`src/rtl/spimemio_rdseq.sv`:
```
// spimemio_rdseq: turns 32-bit memory read requests into SPI byte transactions and reassembles the reply.
// Optional continuous read (CS kept low across sequential words) is enabled by defining SPIMEMIO_CONTREAD_EN.
module spimemio_rdseq #(
  parameter logic [7:0]  CMD_SPI      = 8'h03,
  parameter logic [7:0]  CMD_QSPI     = 8'hEB,
  parameter logic [7:0]  MODE_BYTE    = 8'h20,
  parameter int unsigned DUMMY_CYCLES = 4
) (
  input  logic        clk,
  input  logic        resetn,
  input  logic        cfg_qspi,
  input  logic        mem_valid,
  input  logic [23:0] mem_addr,
  output logic        mem_ready,
  output logic [31:0] mem_rdata,
  output logic        xfer_resetn,
  output logic        din_valid,
  input  logic        din_ready,
  output logic [7:0]  din_data,
  output logic [3:0]  din_tag,
  output logic        din_cont,
  output logic        din_dspi,
  output logic        din_qspi,
  output logic        din_ddr,
  output logic        din_rd,
  input  logic        dout_valid,
  input  logic [7:0]  dout_data,
  input  logic [3:0]  dout_tag
);

  localparam int unsigned AW = 22;

  typedef enum logic [3:0] {
    S_IDLE, S_CSREL, S_CMD, S_A2, S_A1, S_A0, S_MODE, S_DUMMY, S_DATA, S_WAIT
  } state_t;

  state_t          state_q, state_d;
  logic [AW-1:0]   addr_q, addr_d;
  logic            quad_q, quad_d;
  logic [1:0]      cnt_q, cnt_d;
  logic [3:0]      rx_q, rx_d;
  logic            ready_d;
  logic            hs;
  logic            rx_wr;
  logic [1:0]      rx_idx;
  logic            valid_d, qspi_d, rd_d, xfer_d;
  logic [7:0]      data_d;
  logic [3:0]      tag_d;
  logic            unused_addr_lsb;

  assign din_cont        = 1'b1;
  assign din_dspi        = 1'b0;
  assign din_ddr         = 1'b0;
  assign unused_addr_lsb = ^mem_addr[1:0];

`ifdef SPIMEMIO_CONTREAD_EN
  logic          cont_q, cont_d;
  logic [AW-1:0] next_q, next_d;
  logic          seq_hit;
`endif

  // Next-state, reply collection and next-cycle transaction fields
  always_comb begin
    state_d = state_q;
    addr_d  = addr_q;
    quad_d  = quad_q;
    cnt_d   = cnt_q;
    rx_d    = rx_q;
    ready_d = 1'b0;
    hs      = din_valid && din_ready;
    rx_wr   = ((state_q == S_DATA) || (state_q == S_WAIT)) && dout_valid &&
              (dout_tag != 4'd0) && (dout_tag <= 4'd4);
    rx_idx  = 2'(dout_tag - 4'd1);
    if (rx_wr) rx_d[rx_idx] = 1'b1;
`ifdef SPIMEMIO_CONTREAD_EN
    cont_d  = cont_q;
    next_d  = next_q;
    seq_hit = cont_q && (cfg_qspi == quad_q) && (mem_addr[23:2] == next_q);
    if ((state_q == S_IDLE) && cont_q && (cfg_qspi != quad_q)) cont_d = 1'b0;
`endif

    case (state_q)
      S_IDLE: begin
        // mem_ready is still high in the first IDLE cycle while the master retires its request
        if (mem_valid && !mem_ready) begin
          addr_d  = mem_addr[23:2];
          quad_d  = cfg_qspi;
          cnt_d   = 2'd0;
          state_d = S_CSREL;
`ifdef SPIMEMIO_CONTREAD_EN
          if (seq_hit) state_d = S_DATA;
          else         cont_d  = 1'b0;
`endif
        end
      end
      S_CSREL: state_d = S_CMD;
      S_CMD:   if (hs) state_d = S_A2;
      S_A2:    if (hs) state_d = S_A1;
      S_A1:    if (hs) state_d = S_A0;
      S_A0:    if (hs) state_d = quad_q ? S_MODE : S_DATA;
      S_MODE:  if (hs) state_d = S_DUMMY;
      S_DUMMY: if (hs) state_d = S_DATA;
      S_DATA: begin
        if (hs) begin
          cnt_d = cnt_q + 2'd1;
          if (cnt_q == 2'd3) state_d = S_WAIT;
        end
      end
      S_WAIT: begin
        if (rx_q == 4'hF) begin
          ready_d = 1'b1;
          rx_d    = 4'h0;
          state_d = S_IDLE;
`ifdef SPIMEMIO_CONTREAD_EN
          cont_d  = 1'b1;
          next_d  = addr_q + AW'(1);
`endif
        end
      end
      default: state_d = S_IDLE;
    endcase

    valid_d = 1'b0;
    data_d  = 8'h00;
    tag_d   = 4'd0;
    qspi_d  = 1'b0;
    rd_d    = 1'b0;
    case (state_d)
      S_CMD:   begin valid_d = 1'b1; data_d = quad_d ? CMD_QSPI : CMD_SPI; end
      S_A2:    begin valid_d = 1'b1; data_d = addr_d[21:14]; qspi_d = quad_d; end
      S_A1:    begin valid_d = 1'b1; data_d = addr_d[13:6]; qspi_d = quad_d; end
      S_A0:    begin valid_d = 1'b1; data_d = {addr_d[5:0], 2'b00}; qspi_d = quad_d; end
      S_MODE:  begin valid_d = 1'b1; data_d = MODE_BYTE; qspi_d = 1'b1; end
      S_DUMMY: begin valid_d = 1'b1; data_d = 8'(DUMMY_CYCLES); qspi_d = 1'b1; rd_d = 1'b1; end
      S_DATA:  begin valid_d = 1'b1; tag_d = 4'(cnt_d) + 4'd1; qspi_d = quad_d; rd_d = 1'b1; end
      default: ;
    endcase

`ifdef SPIMEMIO_CONTREAD_EN
    xfer_d = (state_d != S_CSREL) && ((state_d != S_IDLE) || cont_d);
`else
    xfer_d = (state_d != S_CSREL) && (state_d != S_IDLE);
`endif
  end

  always_ff @(posedge clk) begin
    if (!resetn) begin
      state_q     <= S_IDLE;
      addr_q      <= '0;
      quad_q      <= 1'b0;
      cnt_q       <= 2'd0;
      rx_q        <= 4'h0;
      mem_ready   <= 1'b0;
      mem_rdata   <= 32'h0;
      xfer_resetn <= 1'b0;
      din_valid   <= 1'b0;
      din_data    <= 8'h00;
      din_tag     <= 4'd0;
      din_qspi    <= 1'b0;
      din_rd      <= 1'b0;
    end else begin
      state_q     <= state_d;
      addr_q      <= addr_d;
      quad_q      <= quad_d;
      cnt_q       <= cnt_d;
      rx_q        <= rx_d;
      mem_ready   <= ready_d;
      xfer_resetn <= xfer_d;
      din_valid   <= valid_d;
      din_data    <= data_d;
      din_tag     <= tag_d;
      din_qspi    <= qspi_d;
      din_rd      <= rd_d;
      if (rx_wr) mem_rdata[8*rx_idx +: 8] <= dout_data;
    end
  end

`ifdef SPIMEMIO_CONTREAD_EN
  // Continuation window: address of the word that may follow without a new command
  always_ff @(posedge clk) begin
    if (!resetn) begin
      cont_q <= 1'b0;
      next_q <= '0;
    end else begin
      cont_q <= cont_d;
      next_q <= next_d;
    end
  end
`endif

endmodule
```
`config.mk`:
```
export PLATFORM = sky130hd
export DESIGN_NAME = spimemio_rdseq
export DESIGN_NICKNAME = d
export VERILOG_FILES = /design/src/rtl/spimemio_rdseq.sv
export SDC_FILE = /design/constraint.sdc
export NUM_CORES = 1
export LEC_CHECK = 0
export BUFFER_PORTS_ARGS = -buffer_cell sky130_fd_sc_hd__buf_2
export CAP_MARGIN = 20
export CORE_ASPECT_RATIO = 1.4
export CORE_UTILIZATION = 45
export DETAILED_ROUTE_END_ITERATION = 10
export GPL_ROUTABILITY_DRIVEN = 0
export PLACE_DENSITY_LB_ADDON = 0.3
export SYNTH_ARGS = -nofsm -noshare
export SYNTH_HDL_FRONTEND = slang
export SYNTH_SLANG_ARGS = --single-unit
```
`constraint.sdc`:
```
create_clock -name clk -period 2.8 [get_ports clk]
set_clock_uncertainty 0.1 [all_clocks]
set_input_delay 0.56 -clock clk [delete_from_list [all_inputs] [get_ports clk]]
set_output_delay 0.56 -clock clk [all_outputs]
set_load 0.02 [all_outputs]
```
Word-level counts from Yosys, hierarchy flattened. Index checks and enable logic that the tools add are counted. Widths: inputs -> output; s select.

Add/sub/neg operators: 4. Order comparisons: 3. Equal/unequal tests: 19. Shifts and indexed selects: 2. Multiplexer cells: 31. Bitwise operators: 1. Reductions and logical operators: 18.

Operators with widths (count): $mux 4 (14); $pmux 8 s6 (1); $mux 22 (2); $pmux 4 s10 (1); $neg 5->34 (1); $shift 8x34->32 const A (1); $shiftx 8x34->32 (1); $bwmux 32 (1); $eq 4x3->1 const B (8); $eq 4x2->1 const B (4); $eq 4x4->1 const B (4); $mux 8 (1); $reduce_bool 4->1 (2); $logic_and 1x1->1 (7); $reduce_or 7->1 (1); $mux 1 (6); $eq 4x1->1 const B (1); $le 4x3->1 const B (1); $logic_not 4->1 (1); $mux 2 (2); $ne 4x1->1 const B (1); $or 4x4->4 (1); $pmux 2 s2 (1); $reduce_and 2->1 (2); other kinds (12) (13).

Bits in registers: 82. Logic and storage cells: 91.

Longest topological paths before layout. Gate-level depths: netlist of the first run.

Depth in word-level cells: 9. Depth in mapped cells: 8.

Least setup slack after synthesis of the first run. OpenSTA, ideal clock, no wires.

Path kind: input port to flip-flop. Start: input port din_ready. End: register din_data[5]. Arrival time: 1.721 ns. Required time: 2.568 ns. Slack: 0.848 ns. Stages on the path: 6. Buffers on the path: 1. Cells stage by stage: and2_1 clkbuf_1 a311o_1 and4b_1 a21oi_1 o211ai_1.

Longest elaborated chain between the ends: 5. Elaborated cells on any way between the ends: 16. Those cells by class: eq/ne: 6; mux: 9; reduce/logical: 1.

RTL lines: from (decl) (RTL line 18) `input logic din_ready,`; $logic_and 1x1->1 (*) (RTL line 70) `hs = din_valid && din_ready;`; $mux 4, or another cell as far along (RTL line 104) `if (hs) begin`; $pmux 4 s10 (*) (RTL line 82) `case (state_q)`; $eq 4x3->1 or $eq 4x2->1 (tied branches) (RTL line 128) `case (state_d)`; $pmux 8 s6 (*) (RTL line 128); to (signal assigned) (RTL line 170) `din_data <= data_d;`; to (decl) (RTL line 19) `output logic [7:0] din_data,`.

Every way passes the cells marked *; elsewhere a longest branch is shown, timed or not. A chain may end at the register's enable or synchronous reset.

Final worst setup path of the first run.
Start: register state_q[2]. End: register din_data[0].

Longest elaborated chain between the ends: 5. Elaborated cells on any way between the ends: 29. Those cells by class: eq/ne: 15; mux: 13; reduce/logical: 1.

RTL lines: from (decl) (RTL line 37) `state_t state_q, state_d;`; from (signal assigned) (RTL line 162) `state_q <= state_d;`; $mux 4 (RTL line 106) `if (cnt_q == 2'd3) state_d = S_WAIT;`; $mux 4 (RTL line 104); $pmux 4 s10 (RTL line 82); $eq 4x3->1 or $eq 4x2->1 (tied branches) (RTL line 128); $pmux 8 s6 (*) (RTL line 128).

Marked as above.

==> out/qor.yml, run 1 <==
ys_ff_latch: 81
cpPeakStageDelay_ns: 0.47
path_cells: "nor4b_2 > and2_1 > buf_4 > mux2_2 > a21oi_1 > o32ai_1"
final_area_um2: 4030
required_ns: 2.91
die-area_um2: 7750
final_cell_mix: "buf_2, dfxtp_1, nor2_1"
cellLeakagePower_nw: 1.99
dpl_cell_area_um2: 3790
slew_violations: 0
vias: 2704
netlist.area_leader.share_pct: 48.7
hold_viol: 0
end_kind: "flop"
crit_slowest_cell: "nor4b_2"
numCtsBuffers: 9
cts.sinks: 81
max_freq_mhz: 446
cp_top_family: "simple AND/OR/NAND/NOR gates"
grt_pass1_vias: 2593
ys_types: 51
grt_pass1_wl_um: 11800
cts_tree: "done"
grt_start_max_net_pins: 31
critPathArrivalTime_ns: 2.35
grtUsageTotal_pct: 19.7
layout_commonest_cell: "buf_2"
area.growth.synth_to_final_pct: 21.2
insertion_delay_ns: 0.34
finalSetupTns_ns: 0
min_period_ns: 2.24
firstDrtPassIters: 4
ant_nets: 0
routed_via_density: 5.06
n_fill_cell: 665
postCtsSetupBuffers: 0
yosys-top-cells-area: "dfxtp_1, mux2i_1, nor2_1"
drc: 0
postCtsHoldBufs: 0
start_kind: "flop"
numPortBuffers: 87
ir_drop_mv: 0.300
layout-drive-gt1-share_pct: 29.6
ios: 94
cp_max_fo: 14
cts-root-buf: "clkbuf_8"
cts_resized: 0
hpwlAfterDp_um: 5160
outcome: "finished, final reports clean"
path_buf_inv: 1
min_path_type: "input port to flop"
mappedNetlistArea_um2: 3330
clk_pin_slew_ns: 0.08
synth_warnings: 0
dieHeight_um: 104
holdWs_ns: 0.345
seq_area_frac_synth_pct: 48.7
grt_antenna_before_repair: 0
multiInputGateArea_um2: 1520
finalNetCount: 478
routedWlPerCell_um: 13.2
ff_latch_area_um2: 1620
clk_path_buf_depth: 2
cts_max_level: 3
avgSynthCellArea_um2: 9.48
num_rows: 36
drv_cap: 0
path_class: "flop to flop"
yosysTopAreaCell: "dfxtp_1"
grt_setup_unrepaired: "no"
setup_viol: 0
die_x_um: 74.7
routed_wl_um: 7070
diodes: 0
coreArea_um2: 7070
initial_utilization_pct: 47.1
fin_crit_sh_pct: 80.0
gr-total-overflow: 0
drtIter0Drc: 126
p_per_area_nw_per_um2: 602
netlist_instances: 351
## where the power goes
part / internal (mW) / switching, mW / total [mW]
Clock: 0.595 / 0.415 / 1.01
Sequential: 1.18 / 0.0197 / 1.20
Combinational: 0.0879 / 0.126 / 0.214
## final cells by class
| class | count | share of cell area [%] |
|---|---|---|
| Clock inverter | 6 | 2.82 |
| Timing Repair Buffer | 95 | 12.3 |
| Clock buffer | 10 | 3.16 |
| Multi-Input combinational cell | 238 | 37.7 |
| Sequential cell | 81 | 40.2 |
| Inverter | 9 | 0.837 |
| Tap cell | 95 | 2.95 |
## path summary, 6_finish.rpt
check	endpoint	startpoint	cells past startpoint	slack, ns
setup / recovery	din_data[0]	state_q[2]	6	0.56
hold / removal	addr_q[17]	mem_addr[19]	3	0.35
setup reg to reg	din_data[0]	state_q[2]	6	0.56
hold reg to reg	rx_q[0]	rx_q[0]	2	0.36
## cells by family (layout without fill, tap and decap cells)
kind of cell | after synthesis | count (layout) | share of synthesized area, %
mux | 45 | 45 | 13.9
other cells | 2 | 4 | 0.226
compound gates | 52 | 52 | 10.5
buf+inv | 34 | 120 | 5.90
fa+ha+maj | 2 | 2 | 0.752
flops | 81 | 81 | 48.7
simple gates | 135 | 135 | 20.0
## sequential cells by signal, indices dropped and copies added (netlist names)
signal	cells
rx_q	4
state_q	4
cnt_q	2
din_tag	3
addr_q	22
xfer_resetn	1
mem_ready	1
din_data	8
din_qspi	1
din_rd	1
quad_q	1
mem_rdata	32
din_valid	1
## per-stage QoR
stage / total power [mW] / cells / util (%) / worst slack (ns)
finish: 2.43 / 534 / 57.0 / 0.559
global route: 2.55 / 534 / 57.0 / 0.409
CTS: 2.46 / 534 / 57.0 / 0.561
detailed placement: 1.45 / 518 / 53.6 / 0.497
global placement: 1.44 / 518 / 53.6 / 0.579
floorplan: 1.38 / 353 / - / 0.848
## worst min-delay path, delay by kind of cell
family | cells | cell delay, ns
AO/OA/AOI/OAI | 1 | 0.05
buffers and inverters | 1 | 0.10
AND/OR/NAND/NOR | 1 | 0.04
## synth_stat cells, drive strengths merged
cell type,count
nor2,43
and2,13
ha,2
o221ai,3
a21o,1
nor4b,2
nand2,42
nand3b,3
nor3,6
buf,17
nor2b,4
and4b,1
a22o,3
o211a,1
o21ai,5
mux2,9
or3b,1
mux2i,36
o31a,1
nand2b,1
nor3b,1
clkbuf,8
o2111ai,1
nand3,9
conb,2
a311o,1
a21oi,21
dfxtp,81
o211ai,2
and2b,2
inv,9
o22a,1
o21bai,1
a22oi,4
o32ai,2
o21a,1
nand4,3
a31oi,1
and4,2
and3,1
or4,1
a21boi,3
## layer usage
metal	GRT usage (%)	share of wire, %
met1	23.1	42
met2	31.9	49
met3	7.30	6.7
met4	7.55	1.9
met5	0	0
Power figures use the tool's default switching activity.
==> run 2, diff against run 1 <==
==> constraint.sdc (replaced) <==
create_clock -name clk -period 2.27 [get_ports clk]
set_clock_uncertainty 0.1 [all_clocks]
set_input_delay 0.454 -clock clk [delete_from_list [all_inputs] [get_ports clk]]
set_output_delay 0.454 -clock clk [all_outputs]
set_load 0.02 [all_outputs]
==> out/qor.yml, run 2 (synthesis results as in run 1) <==
dpl_cell_area_um2: 3860  # was 3790 um2
path_class: "flop to flop"  # unchanged
hpwlAfterDp_um: 5270  # was 5160 um
grt_setup_unrepaired: "no"  # unchanged
grt_start_max_net_pins: 27  # was 31
layout_commonest_cell: "buf_2"  # unchanged
final_cell_mix: "buf_2, dfxtp_1, nor2_1"  # unchanged
holdPathStages: 3  # unchanged
cts_resized: 0  # unchanged
min_period_ns: 2.08  # was 2.24 ns
drtIter0Drc: 138  # was 126
cts_max_level: 3  # unchanged
grt_pass1_wl_um: 12000  # was 11800 um
firstDrtPassIters: 4  # unchanged
ios: 94  # unchanged
cts_tree: "done"  # unchanged
min_path_type: "input port to flop"  # unchanged
fin_crit_sh_pct: 91.4  # was 80.0%
vias: 2732  # was 2704
ant_nets: 0  # unchanged
ir_drop_mv: 0.471  # was 0.300 mV
largest-register: "mem_rdata"  # unchanged
slew_violations: 0  # unchanged
finalPower_mw: 2.84  # was 2.43 mW
grt_antenna_before_repair: 0  # unchanged
diodes: 0  # unchanged
reg2reg_slack_ns: 0.19  # was 0.56 ns
area.growth.synth_to_final_pct: 22.0  # was 21.2%
initial_utilization_pct: 47.1  # unchanged
postCtsHoldBufs: 0  # unchanged
grtUsageMet3_pct: 5.93  # was 7.30%
coreArea_um2: 7070  # unchanged
cpPeakStageDelay_ns: 0.42  # was 0.47 ns
path_buf_inv: 1  # unchanged
gr-total-overflow: 0  # unchanged
reg_top3: "mem_rdata x32, addr_q x22, din_data x8"  # unchanged
use_met2_pct: 33.2  # was 31.9%
finalSetupTns_ns: 0  # unchanged
layout-drive-gt1-share_pct: 31.2  # was 29.6%
globalRouteMet1Util_pct: 23.4  # was 23.1%
reg2regPathDepth: 6  # unchanged
crit_slowest_cell: "dfxtp_1"  # was nor4b_2
postCtsSetupBuffers: 0  # unchanged
start_kind: "flop"  # unchanged
required_ns: 2.40  # was 2.91 ns
final_area_um2: 4060  # was 4030 um2
fin_util_pct: 57.4  # was 57.0%
hold_start: "mem_addr[23]"  # was mem_addr[19]
dieHeight_um: 104  # unchanged
numCtsBuffers: 9  # unchanged
routed_wl_um: 7200  # was 7070 um
end_kind: "flop"  # unchanged
clk_pin_slew_ns: 0.08  # about the same
outcome: "finished, final reports clean"  # unchanged
rr_startpoint: "state_q[2]"  # unchanged
numPortBuffers: 87  # unchanged
hold_viol: 0  # unchanged
grt_pass1_vias: 2599  # was 2593
cts.sinks: 81  # unchanged
insertion_delay_ns: 0.35  # was 0.34 ns
clk_path_buf_depth: 2  # unchanged
max_freq_mhz: 482  # was 446 MHz
worstReg2RegEnd: "din_data[0]"  # unchanged
finalNetCount: 485  # was 478
routed_via_density: 5.05  # was 5.06
critPathArrivalTime_ns: 2.21  # was 2.35 ns
routedWlPerCell_um: 13.3  # was 13.2 um
whs_endpoint: "addr_q[21]"  # was addr_q[17]
path_cells: "nor4b_2 > and2_2 > buf_4 > mux2_2 > a21oi_1 > o32ai_1"  # was nor4b_2 > and2_1 > buf_4 > mux2_2 > a21oi_1 > o32ai_1
drv_cap: 0  # unchanged
cts-root-buf: "clkbuf_8"  # unchanged
num_rows: 36  # unchanged
cellLeakagePower_nw: 2.02  # was 1.99 nW
grtUsageTotal_pct: 19.8  # was 19.7%
gr-max-usage-layer: "met2"  # unchanged
largest_register_ffs: 32  # unchanged
drc: 0  # unchanged
die_x_um: 74.7  # unchanged
cp_max_fo: 10  # was 14
die-area_um2: 7750  # unchanged
setup_viol: 0  # unchanged
p_per_area_nw_per_um2: 698  # was 602 nW/um2
cp_top_family: "simple AND/OR/NAND/NOR gates"  # unchanged
==> run 2: cell types whose count changed in the layout (fill, tap and decap cells not counted) <==
| cell | change |
|---|---|
| and2_1 | -1 |
| and2_2 | +1 |
| buf_12 | +1 |
| buf_4 | +6 |
| bufinv_16 | -2 |
| clkbuf_1 | -1 |
| clkbuf_8 | +1 |
| clkinv_2 | +2 |
| clkinvlp_4 | -1 |
| inv_6 | +1 |
==> run 2: power breakdown <==
| part | leakage (nW) | internal, mW | switching [mW] |
|---|---|---|---|
| sequential | 0.657 | 1.46 | 0.0259 |
| combinational | 1.26 | 0.122 | 0.159 |
| clock | 0.103 | 0.542 | 0.527 |
| total | 2.02 | 2.12 | 0.712 |
==> run 2: worst max path at each step <==
stage	startpoint	to	slack [ns]	cells after the start
2_1_floorplan	state_q[0]	din_tag[1]	0.34	7
3_3_place_gp	mem_valid	din_data[0]	0.1	7
3_5_place_dp	mem_valid	din_data[0]	0.08	7
4_1_cts	state_q[2]	din_data[0]	0.08	6
5_1_grt	state_q[0]	din_tag[0]	0.05	5
6_report	state_q[2]	din_data[0]	0.19	6
==> run 2: routing by layer <==
| layer | share of wire, % | vias to the layer above |
|---|---|---|
| li1 | - | 1371 |
| met5 | 0 | - |
| met1 | 42 | 1264 |
| met3 | 6.0 | 10 |
| met4 | 1.7 | 0 |
| met2 | 50 | 87 |
==> run 2: worst register-to-register path: cells and delay by family (launching register included) <==
family          cells  cell delay, ns
mux                 1            0.34
flops               1            0.42
compound gates      2            0.23
buf+inv             1            0.17
simple gates        2            0.70
==> run 2: per-stage QoR <==
| step | hold slack (ns) | setup slack (ns) | cells |
|---|---|---|---|
| after global placement | 0.338 | 0.0961 | 525 |
| after global routing | 0.223 | 0.0486 | 541 |
| final | 0.231 | 0.195 | 541 |
| after CTS | 0.221 | 0.0835 | 541 |
| after floorplan | 0.331 | 0.339 | 353 |
| after detailed placement | 0.347 | 0.0839 | 525 |
==> run 2: layout make-up <==
cell class | instances | area (um2)
Fill cell | 668 | 3010
Sequential cell | 81 | 1620
Multi-Input combinational cell | 238 | 1520
Timing Repair Buffer | 102 | 561
Clock buffer | 10 | 138
Tap cell | 95 | 119
Clock inverter | 6 | 65.1
Inverter | 9 | 33.8
==> run 3, diff against run 2 <==
--- a/config.mk
+++ b/config.mk
@@ -12,6 +12,7 @@
 export DETAILED_ROUTE_END_ITERATION = 10
 export GPL_ROUTABILITY_DRIVEN = 0
 export PLACE_DENSITY_LB_ADDON = 0.3
+export REMOVE_ABC_BUFFERS = 1
 export SYNTH_ARGS = -nofsm -noshare
 export SYNTH_HDL_FRONTEND = slang
 export SYNTH_SLANG_ARGS = --single-unit
==> out/qor.yml, run 3 (synthesis results as in run 1) <==
outcome: "finished, final reports clean"  # unchanged
setup_viol: 0  # unchanged
p_int_mw: 2.02  # was 2.12 mW
finalNonFillerCells: 543  # was 541
p_sw_mw: 0.733  # was 0.712 mW
dpl_cell_area_um2: 3870  # was 3860 um2
n_fill_cell: 663  # was 668
swShare_pct: 26.6  # was 25.1%
vias: 2734  # was 2732
path_buf_inv: 1  # unchanged
path_class: "flop to flop"  # unchanged
cp_max_fo: 23  # was 10
grt_pass1_vias: 2733  # was 2599
ir_drop_mv: 0.500  # was 0.471 mV
final_area_um2: 4060  # about the same
holdWs_ns: 0.222  # was 0.231 ns
p_seq_share_pct: 54.0  # was 52.4%
clk_pin_slew_ns: 0.09  # was 0.08 ns
die_x_um: 74.7  # unchanged
cellLeakagePower_nw: 2.02  # about the same
finalPower_mw: 2.75  # was 2.84 mW
drtIter0Drc: 172  # was 138
insertion_delay_ns: 0.36  # was 0.35 ns
place_ws_ns: 0.165  # was 0.0839 ns
setup_ws_ns: 0.204  # was 0.195 ns
coreArea_um2: 7070  # unchanged
routed_wl_um: 7030  # was 7200 um
cts_tree: "done"  # unchanged
min_path_type: "input port to flop"  # unchanged
dp.cells: 527  # was 525
cts_max_level: 3  # unchanged
largest_register_ffs: 32  # unchanged
largest-register: "mem_rdata"  # unchanged
combPwrFrac_pct: 10.1  # was 9.9%
num_rows: 36  # unchanged
cts-root-buf: "clkbuf_8"  # unchanged
path_cells: "nor4b_2 > and2_1 > buf_12 > mux2_2 > o2111ai_1 > o211ai_1"  # was nor4b_2 > and2_2 > buf_4 > mux2_2 > a21oi_1 > o32ai_1
numPortBuffers: 87  # unchanged
gr-total-overflow: 0  # unchanged
grt_start_max_net_pins: 35  # was 27
p_per_area_nw_per_um2: 678  # was 698 nW/um2
reg_top3: "mem_rdata x32, addr_q x22, din_data x8"  # unchanged
fin_crit_sh_pct: 91.0  # was 91.4%
crit_slowest_cell: "dfxtp_1"  # unchanged
postCtsSetupBuffers: 0  # unchanged
finalSetupTns_ns: 0  # unchanged
die-area_um2: 7750  # unchanged
diodes: 0  # unchanged
fin_util_pct: 57.4  # about the same
hpwlAfterDp_um: 5190  # was 5270 um
min_period_ns: 2.07  # was 2.08 ns
grt_antenna_before_repair: 0  # unchanged
routedWlPerCell_um: 12.9  # was 13.3 um
dieHeight_um: 104  # unchanged
layout_commonest_cell: "buf_2"  # unchanged
numCtsBuffers: 9  # unchanged
grtUsageTotal_pct: 20.7  # was 19.8%
ant_nets: 0  # unchanged
clk_path_buf_depth: 2  # unchanged
drv_cap: 0  # unchanged
cp_top_family: "simple AND/OR/NAND/NOR gates"  # unchanged
max_freq_mhz: 484  # was 482 MHz
critPathArrivalTime_ns: 2.21  # about the same
finalNetCount: 487  # was 485
grt_setup_unrepaired: "no"  # unchanged
area.growth.synth_to_final_pct: 22.0  # about the same
slew_violations: 0  # unchanged
final_cell_mix: "buf_2, dfxtp_1, nor2_1"  # unchanged
routed_via_density: 5.03  # was 5.05
grt_pass1_wl_um: 12400  # was 12000 um
cpPeakStageDelay_ns: 0.41  # was 0.42 ns
end_kind: "flop"  # unchanged
initial_utilization_pct: 47.1  # unchanged
drc: 0  # unchanged
ios: 94  # unchanged
start_kind: "flop"  # unchanged
firstDrtPassIters: 4  # unchanged
layout-drive-gt1-share_pct: 31.5  # was 31.2%
cts.sinks: 81  # unchanged
pwr-share-clk_pct: 35.9  # was 37.7%
required_ns: 2.41  # was 2.40 ns
hold_viol: 0  # unchanged
-- run 3: final timing paths --
path                from     endpoint  slack (ns)  cells past startpoint
min          mem_addr[7]    addr_q[5]        0.22                      3
max           state_q[2]  din_data[5]        0.20                      6
max reg2reg   state_q[2]  din_data[5]        0.20                      6
min reg2reg   addr_q[19]   addr_q[19]        0.36                      2
-- run 3: final cells by class --
| class | instances | area [um2] | share of cell area, % |
|---|---|---|---|
| inverters | 9 | 33.8 | 0.832 |
| flip-flops and latches | 81 | 1620 | 40.0 |
| multi-input cells | 238 | 1520 | 37.5 |
| clock inverters | 6 | 48.8 | 1.20 |
| repair buffers | 104 | 576 | 14.2 |
| clock buffers | 10 | 138 | 3.39 |
| well taps | 95 | 119 | 2.93 |
-- run 3: worst reg2reg max path: stages (launching register included) --
cell,delay [ns]
dfxtp_1,0.41
nor4b_2,0.38
and2_1,0.23
buf_12,0.18
mux2_2,0.37
o2111ai_1,0.18
o211ai_1,0.11
-- run 3: power groups by stage --
stage / logic, mW / registers, mW / clock network [mW]
2_1_floorplan: 0.152 / 1.52 / 0
3_3_place_gp: 0.274 / 1.52 / 0
3_5_place_dp: 0.279 / 1.52 / 0
4_1_cts: 0.280 / 1.49 / 1.01
5_1_grt: 0.312 / 1.49 / 1.09
6_report: 0.278 / 1.49 / 0.988
-- run 3: timing repair --
action	in CTS	in global routing
hold buffers	0	0
setup endpoints to repair	0	4
gates resized for setup	0	1
-- run 3: layer usage --
metal	share of wire [%]	vias up	global-route usage, %
li1	-	1378	-
met1	42	1250	23.5
met2	48	91	34.1
met3	6.6	15	5.25
met4	3.1	0	11.6
met5	0	-	0
